$ cat src/rtl/controlador_vendas_if.sv
// Coin acceptor / selector / dispenser bundle for controlador_vendas.
// master = panel and acceptor side, slave = the controller.
interface controlador_vendas_if #(
  parameter int N_PRODUTOS = 4,
  parameter int CREDITO_W  = 5
);
  localparam int SEL_W = $clog2(N_PRODUTOS);

  logic                  cent25;
  logic                  cent50;
  logic                  real1;
  logic [SEL_W-1:0]      selecao;
  logic                  confirma;
  logic                  cancela;
  logic [N_PRODUTOS-1:0] estoque_vazio;
  logic [CREDITO_W-1:0]  credito;
  logic [N_PRODUTOS-1:0] libera_produto;
  logic [CREDITO_W-1:0]  troco;
  logic                  troco_valido;
  logic                  rejeita_moeda;
  logic                  erro_venda;

  modport master (
    output cent25, cent50, real1, selecao, confirma, cancela, estoque_vazio,
    input  credito, libera_produto, troco, troco_valido, rejeita_moeda, erro_venda
  );

  modport slave (
    input  cent25, cent50, real1, selecao, confirma, cancela, estoque_vazio,
    output credito, libera_produto, troco, troco_valido, rejeita_moeda, erro_venda
  );
endinterface

$ cat src/rtl/controlador_vendas.sv
// Vending controller: coin credit in 25c units, per-product prices, change and refund.
// Optional macro CREDITO_BCD_EN adds credito_bcd (credit in centavos as 3 BCD digits).
module controlador_vendas #(
  parameter int N_PRODUTOS     = 4,
  parameter int CREDITO_W      = 5,
  parameter int CREDITO_MAX    = 16,
  parameter logic [N_PRODUTOS*CREDITO_W-1:0] PRECOS = {N_PRODUTOS{CREDITO_W'(6)}},
  parameter int TIMEOUT_CICLOS = 1000
) (
  input  logic                clk,
  input  logic                rst_n,
  controlador_vendas_if.slave bus
`ifdef CREDITO_BCD_EN
  ,output logic [11:0]        credito_bcd
`endif
);
  localparam int SEL_W = $clog2(N_PRODUTOS);
  localparam int TW    = $clog2(TIMEOUT_CICLOS + 1);

  typedef enum logic [1:0] {OCIOSO, ACUMULA, VENDE, TROCO} estado_t;

  estado_t               estado, estado_d;
  logic [CREDITO_W-1:0]  credito_q, credito_d, troco_q, troco_d;
  logic [TW-1:0]         timer_q, timer_d;
  logic [SEL_W-1:0]      sel_q, sel_d;
  logic [N_PRODUTOS-1:0] libera_q, libera_d;
  logic                  tv_q, tv_d, rej_q, rej_d, erro_q, erro_d;

  logic                  coin_any, coin_extra, coin_ok, timeout;
  logic [2:0]            coin_val;
  logic [CREDITO_W:0]    coin_sum;
  logic [CREDITO_W-1:0]  preco_sel;
  logic                  sel_valido, vazio_sel, venda_ok;

  function automatic logic [CREDITO_W-1:0] preco_de(input logic [SEL_W-1:0] s);
    preco_de = '0;
    for (int i = 0; i < N_PRODUTOS; i++)
      if (s == SEL_W'(i)) preco_de = PRECOS[i*CREDITO_W +: CREDITO_W];
  endfunction

  function automatic logic [N_PRODUTOS-1:0] onehot(input logic [SEL_W-1:0] s);
    onehot = '0;
    for (int i = 0; i < N_PRODUTOS; i++)
      if (s == SEL_W'(i)) onehot[i] = 1'b1;
  endfunction

  // Out-of-range selections never match the loop, so they read as invalid.
  always_comb begin
    sel_valido = 1'b0;
    vazio_sel  = 1'b1;
    for (int i = 0; i < N_PRODUTOS; i++)
      if (bus.selecao == SEL_W'(i)) begin
        sel_valido = 1'b1;
        vazio_sel  = bus.estoque_vazio[i];
      end
  end

  assign preco_sel = preco_de(bus.selecao);
  assign venda_ok  = sel_valido && !vazio_sel && (credito_q >= preco_sel);
  assign timeout   = (timer_q == TW'(TIMEOUT_CICLOS - 1));

  // Only the highest-value coin of a simultaneous group is considered.
  assign coin_any   = bus.cent25 | bus.cent50 | bus.real1;
  assign coin_extra = bus.real1 ? (bus.cent50 | bus.cent25) : (bus.cent50 & bus.cent25);
  assign coin_val   = bus.real1 ? 3'd4 : bus.cent50 ? 3'd2 : bus.cent25 ? 3'd1 : 3'd0;
  assign coin_sum   = {1'b0, credito_q} + (CREDITO_W+1)'(coin_val);
  assign coin_ok    = (coin_sum <= (CREDITO_W+1)'(CREDITO_MAX));

  always_comb begin
    estado_d  = estado;
    credito_d = credito_q;
    troco_d   = troco_q;
    timer_d   = timer_q;
    sel_d     = sel_q;
    libera_d  = '0;
    tv_d      = 1'b0;
    rej_d     = 1'b0;
    erro_d    = 1'b0;
    case (estado)
      OCIOSO: begin
        timer_d = '0;
        if (bus.confirma) erro_d = 1'b1;
        if (coin_any) begin
          rej_d = coin_extra | !coin_ok;
          if (coin_ok) begin
            credito_d = coin_sum[CREDITO_W-1:0];
            estado_d  = ACUMULA;
          end
        end
      end
      ACUMULA: begin
        timer_d = timer_q + 1'b1;
        if (bus.cancela) begin
          estado_d = TROCO;
          rej_d    = coin_any;
        end else if (bus.confirma) begin
          timer_d = '0;
          rej_d   = coin_any;
          if (venda_ok) begin
            estado_d = VENDE;
            sel_d    = bus.selecao;
          end else begin
            erro_d = 1'b1;
          end
        end else if (timeout) begin
          estado_d = TROCO;
          rej_d    = coin_any;
        end else if (coin_any) begin
          rej_d = coin_extra | !coin_ok;
          if (coin_ok) begin
            credito_d = coin_sum[CREDITO_W-1:0];
            timer_d   = '0;
          end
        end
      end
      VENDE: begin
        rej_d     = coin_any;
        libera_d  = onehot(sel_q);
        credito_d = credito_q - preco_de(sel_q);
        estado_d  = TROCO;
      end
      TROCO: begin
        rej_d     = coin_any;
        troco_d   = credito_q;
        tv_d      = 1'b1;
        credito_d = '0;
        timer_d   = '0;
        estado_d  = OCIOSO;
      end
      default: estado_d = OCIOSO;
    endcase
  end

  always_ff @(posedge clk or negedge rst_n)
    if (!rst_n) estado <= OCIOSO;
    else        estado <= estado_d;

  always_ff @(posedge clk or negedge rst_n)
    if (!rst_n) begin
      credito_q <= '0;
      troco_q   <= '0;
      timer_q   <= '0;
      sel_q     <= '0;
      libera_q  <= '0;
      tv_q      <= 1'b0;
      rej_q     <= 1'b0;
      erro_q    <= 1'b0;
    end else begin
      credito_q <= credito_d;
      troco_q   <= troco_d;
      timer_q   <= timer_d;
      sel_q     <= sel_d;
      libera_q  <= libera_d;
      tv_q      <= tv_d;
      rej_q     <= rej_d;
      erro_q    <= erro_d;
    end

  assign bus.credito        = credito_q;
  assign bus.troco          = troco_q;
  assign bus.libera_produto = libera_q;
  assign bus.troco_valido   = tv_q;
  assign bus.rejeita_moeda  = rej_q;
  assign bus.erro_venda     = erro_q;

`ifdef CREDITO_BCD_EN
  // Units of 25c: integer reais = credit/4, centavos from the two low bits.
  always_ff @(posedge clk or negedge rst_n)
    if (!rst_n) credito_bcd <= '0;
    else begin
      credito_bcd[11:8] <= 4'(credito_q >> 2);
      case (credito_q[1:0])
        2'd0:    credito_bcd[7:0] <= 8'h00;
        2'd1:    credito_bcd[7:0] <= 8'h25;
        2'd2:    credito_bcd[7:0] <= 8'h50;
        default: credito_bcd[7:0] <= 8'h75;
      endcase
    end
`endif
endmodule

$ cat src/flat_wrapper.sv
// flat-port wrapper written by rule: the top's interface ports become plain ports
module controlador_vendas_flat 
#(
  parameter int N_PRODUTOS     = 4,
  parameter int CREDITO_W      = 5,
  parameter int CREDITO_MAX    = 16,
  parameter logic [N_PRODUTOS*CREDITO_W-1:0] PRECOS = {N_PRODUTOS{CREDITO_W'(6)}},
  parameter int TIMEOUT_CICLOS = 1000
)
  (clk, rst_n, bus_cent25, bus_cent50, bus_real1, bus_selecao, bus_confirma, bus_cancela, bus_estoque_vazio, bus_credito, bus_libera_produto, bus_troco, bus_troco_valido, bus_rejeita_moeda, bus_erro_venda);
  controlador_vendas_if #(.N_PRODUTOS(N_PRODUTOS), .CREDITO_W(CREDITO_W)) bus_i ();
  input  logic clk;
  input  logic rst_n;
  input wire logic [$bits(bus_i.cent25)-1:0] bus_cent25;
  input wire logic [$bits(bus_i.cent50)-1:0] bus_cent50;
  input wire logic [$bits(bus_i.real1)-1:0] bus_real1;
  input wire logic [$bits(bus_i.selecao)-1:0] bus_selecao;
  input wire logic [$bits(bus_i.confirma)-1:0] bus_confirma;
  input wire logic [$bits(bus_i.cancela)-1:0] bus_cancela;
  input wire logic [$bits(bus_i.estoque_vazio)-1:0] bus_estoque_vazio;
  output wire logic [$bits(bus_i.credito)-1:0] bus_credito;
  output wire logic [$bits(bus_i.libera_produto)-1:0] bus_libera_produto;
  output wire logic [$bits(bus_i.troco)-1:0] bus_troco;
  output wire logic [$bits(bus_i.troco_valido)-1:0] bus_troco_valido;
  output wire logic [$bits(bus_i.rejeita_moeda)-1:0] bus_rejeita_moeda;
  output wire logic [$bits(bus_i.erro_venda)-1:0] bus_erro_venda;
  assign bus_i.cent25 = bus_cent25;
  assign bus_i.cent50 = bus_cent50;
  assign bus_i.real1 = bus_real1;
  assign bus_i.selecao = bus_selecao;
  assign bus_i.confirma = bus_confirma;
  assign bus_i.cancela = bus_cancela;
  assign bus_i.estoque_vazio = bus_estoque_vazio;
  assign bus_credito = bus_i.credito;
  assign bus_libera_produto = bus_i.libera_produto;
  assign bus_troco = bus_i.troco;
  assign bus_troco_valido = bus_i.troco_valido;
  assign bus_rejeita_moeda = bus_i.rejeita_moeda;
  assign bus_erro_venda = bus_i.erro_venda;
  controlador_vendas #(.N_PRODUTOS(N_PRODUTOS), .CREDITO_W(CREDITO_W), .CREDITO_MAX(CREDITO_MAX), .PRECOS(PRECOS), .TIMEOUT_CICLOS(TIMEOUT_CICLOS)) u_core (.clk(clk), .rst_n(rst_n), .bus(bus_i));
endmodule
$ cat config.mk
export PLATFORM = sky130hd
export DESIGN_NAME = controlador_vendas_flat
export DESIGN_NICKNAME = d
export VERILOG_FILES = /design/src/rtl/controlador_vendas_if.sv /design/src/rtl/controlador_vendas.sv /design/src/flat_wrapper.sv
export SDC_FILE = /design/constraint.sdc
export NUM_CORES = 1
export LEC_CHECK = 0
export ABC_AREA = 0
export CAP_MARGIN = 15
export CORE_ASPECT_RATIO = 1.1
export CORE_UTILIZATION = 54
export DETAILED_ROUTE_END_ITERATION = 10
export PLACE_DENSITY = 0.79
export SETUP_SLACK_MARGIN = 0.2
export SYNTH_ARGS = -nofsm -noshare
export SYNTH_HDL_FRONTEND = slang
export SYNTH_SLANG_ARGS = --single-unit
$ cat constraint.sdc
create_clock -name clk -period 3 [get_ports clk]
set_input_delay 0.6 -clock clk [delete_from_list [all_inputs] [get_ports clk]]
set_output_delay 0.6 -clock clk [all_outputs]
set_load 0.05 [all_outputs]
==> metrics.csv <==
metric,value,unit
run status,"finished, final reports clean",
mapped cell area,2090,sq um
Die X,61.3,um
RePlAce Congestion,0.862,
main combinational cell family by area after synthesis,compound AO/OA/AOI/OAI gates,
Yosys reg bits,31,
1st-iter DRT viols,96,
Clock H-tree levels,2,
Synth Area in Adders,0.0969,
top-area cell type share of the netlist area,0.371,
post-synthesis compound-gate area fraction,0.217,
Tightest Pin Transition,0.538,ns
WL per Instance,15.1,um
Worst Path Arrival,2.86,ns
Setup crit end kind,flip-flop,
Crit Path Class,in2reg,
post-DR vias/cell,5.68,
Final nets,298,
clk buf depth,2,
DP HPWL,3380,um
root buffer cell,clkbuf_8,
Final min period,2.71,ns
grt ovf,0,
max cap viols,0,
"Hold-fix buffers, CTS",0,
sequential share of the synthesized area,0.371,
Initial Utilization,0.568,
CP Data Required Time,3.15,ns
# rows,23,
P_leak,1.17,nW
all-layer global routing usage,0.256,
number of global-route vias before repair,1639,
setup TNS,0,ns
CTS tree,built,
period utilisation layout,0.903,
Worst setup SP type,primary input,
Post-synth ARST share,1.00,
Cells after DPL,307,
VDD IR-drop max,0.796,mV
worst hold path class,reg2reg,
clk sinks,31,
Die Ht,67.3,um
clock latency on the worst-skew pair,0.29,ns
top post-synthesis cells by area,"dfrtp_1 37%, ha_1 7.8%, mux2_2 4.3%",
DRC viols,0,
number of synthesized flops with an enable pin,0,
power density cells,1070,nW/um^2
WHS,0.484,ns
port buffer count,29,
"share of synthesized cell area in and, or, nand and nor gates",0.190,
DRT Pass-1 Iters,4,
"Avg Cell Area, Syn",9.72,sq um
"CTS clk-pin slew, worst paths",0.06,ns
Post-synth top cells,"31 x dfrtp_1, 20 x nand2_1, 20 x nor2_1, 13 x ha_1, 12 x inv_1",
Layout area overhead,31.2,%
area of the die,4120,sq um
core area,3680,sq um
Finished Cell Area,2740,sq um
fillers,285,
Final ANT Viol Nets,0,
cells after synthesis,215,
Final Routed Wirelength,4840,um
post-synthesis mux area share,0.0706,
Ports,30,
initial antenna violation count,0,
highest clock rate,369,MHz
Via Count,1822,
post-layout util,0.745,
Yosys Warn Count,0,
worst-path fanout max,4,
CTS Buf Count,5,
diodes inserted,0,
# setup viols final,0,
Worst Skew,0.00621,ns
Final Hold Vio Count,0,
most frequent cell after synthesis,dfrtp_1,
Synth Area in XOR/XNOR,0.00838,
share of cells above drive strength 1,0.225,
"Distinct cells, synth",59,
"Slew Viols, Final",0,
Placed Area,2550,sq um
main flop type after synthesis,dfrtp_1,
Worst slew margin,0.641,
Non-Filler Instances,321,
cell taking the most area after synthesis,dfrtp_1,
unrepaired setup endpoints after global routing,false,
largest net degree at the start of global routing,32,
first-pass GRT wire length,7620,um
==> final cells by class <==
type	count	area, sq um	share of cell area
Sequential cell	31	776	0.283
Timing Repair Buffer	54	484	0.177
Inverter	12	45.0	0.0164
Clock buffer	8	100	0.0365
Multi-Input combinational cell	166	1270	0.465
Tap cell	50	62.6	0.0228
==> flip-flops by register name, indices dropped and copies added, names as in the netlist <==
name / flops
u_core.bus.libera_produto: 4
u_core.bus.erro_venda: 1
u_core.estado: 2
u_core.bus.troco: 5
u_core.bus.rejeita_moeda: 1
u_core.bus.credito: 5
u_core.bus.troco_valido: 1
u_core.timer_q: 10
u_core.sel_q: 2
==> critical path: stages <==
cell and delay, ns:
clkdlybuf4s15_1 0.19, nor3b_2 0.17, ha_2 0.21, fa_2 0.44
nor2_2 0.14, nand2_2 0.10, o311ai_4 0.29, buf_6 0.16
o211ai_4 0.11, buf_6 0.14, o211ai_1 0.19, o211ai_1 0.12
==> stage by stage <==
| step | total power [mW] | setup slack [ns] |
|---|---|---|
| floorplan | 1.89 | 0.223 |
| global placement | 2.39 | -0.273 |
| detailed placement | 2.43 | -0.334 |
| CTS | 2.90 | 0.228 |
| global route | 3.12 | 0.200 |
| finish | 2.94 | 0.290 |
==> cell usage in the layout (no fill, tap or decap), types with 5 or more instances in the layout <==
cell	netlist	routed
nor3_1	7	7
clkdlybuf4s50_1	0	26
inv_1	12	12
conb_1	2	5
ha_1	13	12
dfrtp_1	31	31
o211ai_1	11	11
nor2_1	20	19
nand2_1	20	19
clkbuf_8	0	7
o21ai_0	7	7
buf_4	2	22
mux2_2	8	8
==> final timing paths <==
path                                       start                      endpoint  slack (ns)  depth (start not counted)
min reg2reg                      u_core.sel_q[0]  u_core.bus.libera_produto[0]        0.48                          1
min                              u_core.sel_q[0]  u_core.bus.libera_produto[0]        0.48                          1
max reg2reg                u_core.bus.credito[0]             u_core.timer_q[8]        0.47                         10
min in group asynchronous                  rst_n             u_core.timer_q[1]        0.71                          2
max                                    bus_real1             u_core.timer_q[8]        0.29                         12
max in group asynchronous                  rst_n         u_core.bus.credito[2]        2.00                          2
==> where the power goes <==
group          internal, mW  leakage [nW]  switching (mW)  total, mW
combinational         0.805         0.712            1.08       1.88
clock                 0.209        0.0515           0.151      0.360
sequential            0.555         0.405           0.140      0.696
total                  1.57          1.17            1.37       2.94
==> routing by layer <==
metal,share of wire,GRT usage,vias to the layer above
li1,-,-,890
met1,0.43,0.327,896
met2,0.53,0.436,30
met3,0.027,0.0517,6
met4,0.011,0.0682,0
met5,0,0,-
==> cell families after synthesis <==
kind of cell / count (synthesis)
compound gates: 54
xor+xnor: 2
fa+ha+maj: 15
buf+inv: 21
flops: 31
mux: 12
other cells: 2
simple gates: 78
==> what timing repair did <==
item | 4_1_cts | 5_1_grt
setup endpoints to repair | 17 | 13
resized for setup | 12 | 7
pin swaps | 9 | 7
setup buffers | 4 | 2
No activity file was read; power rests on OpenSTA's default activity.
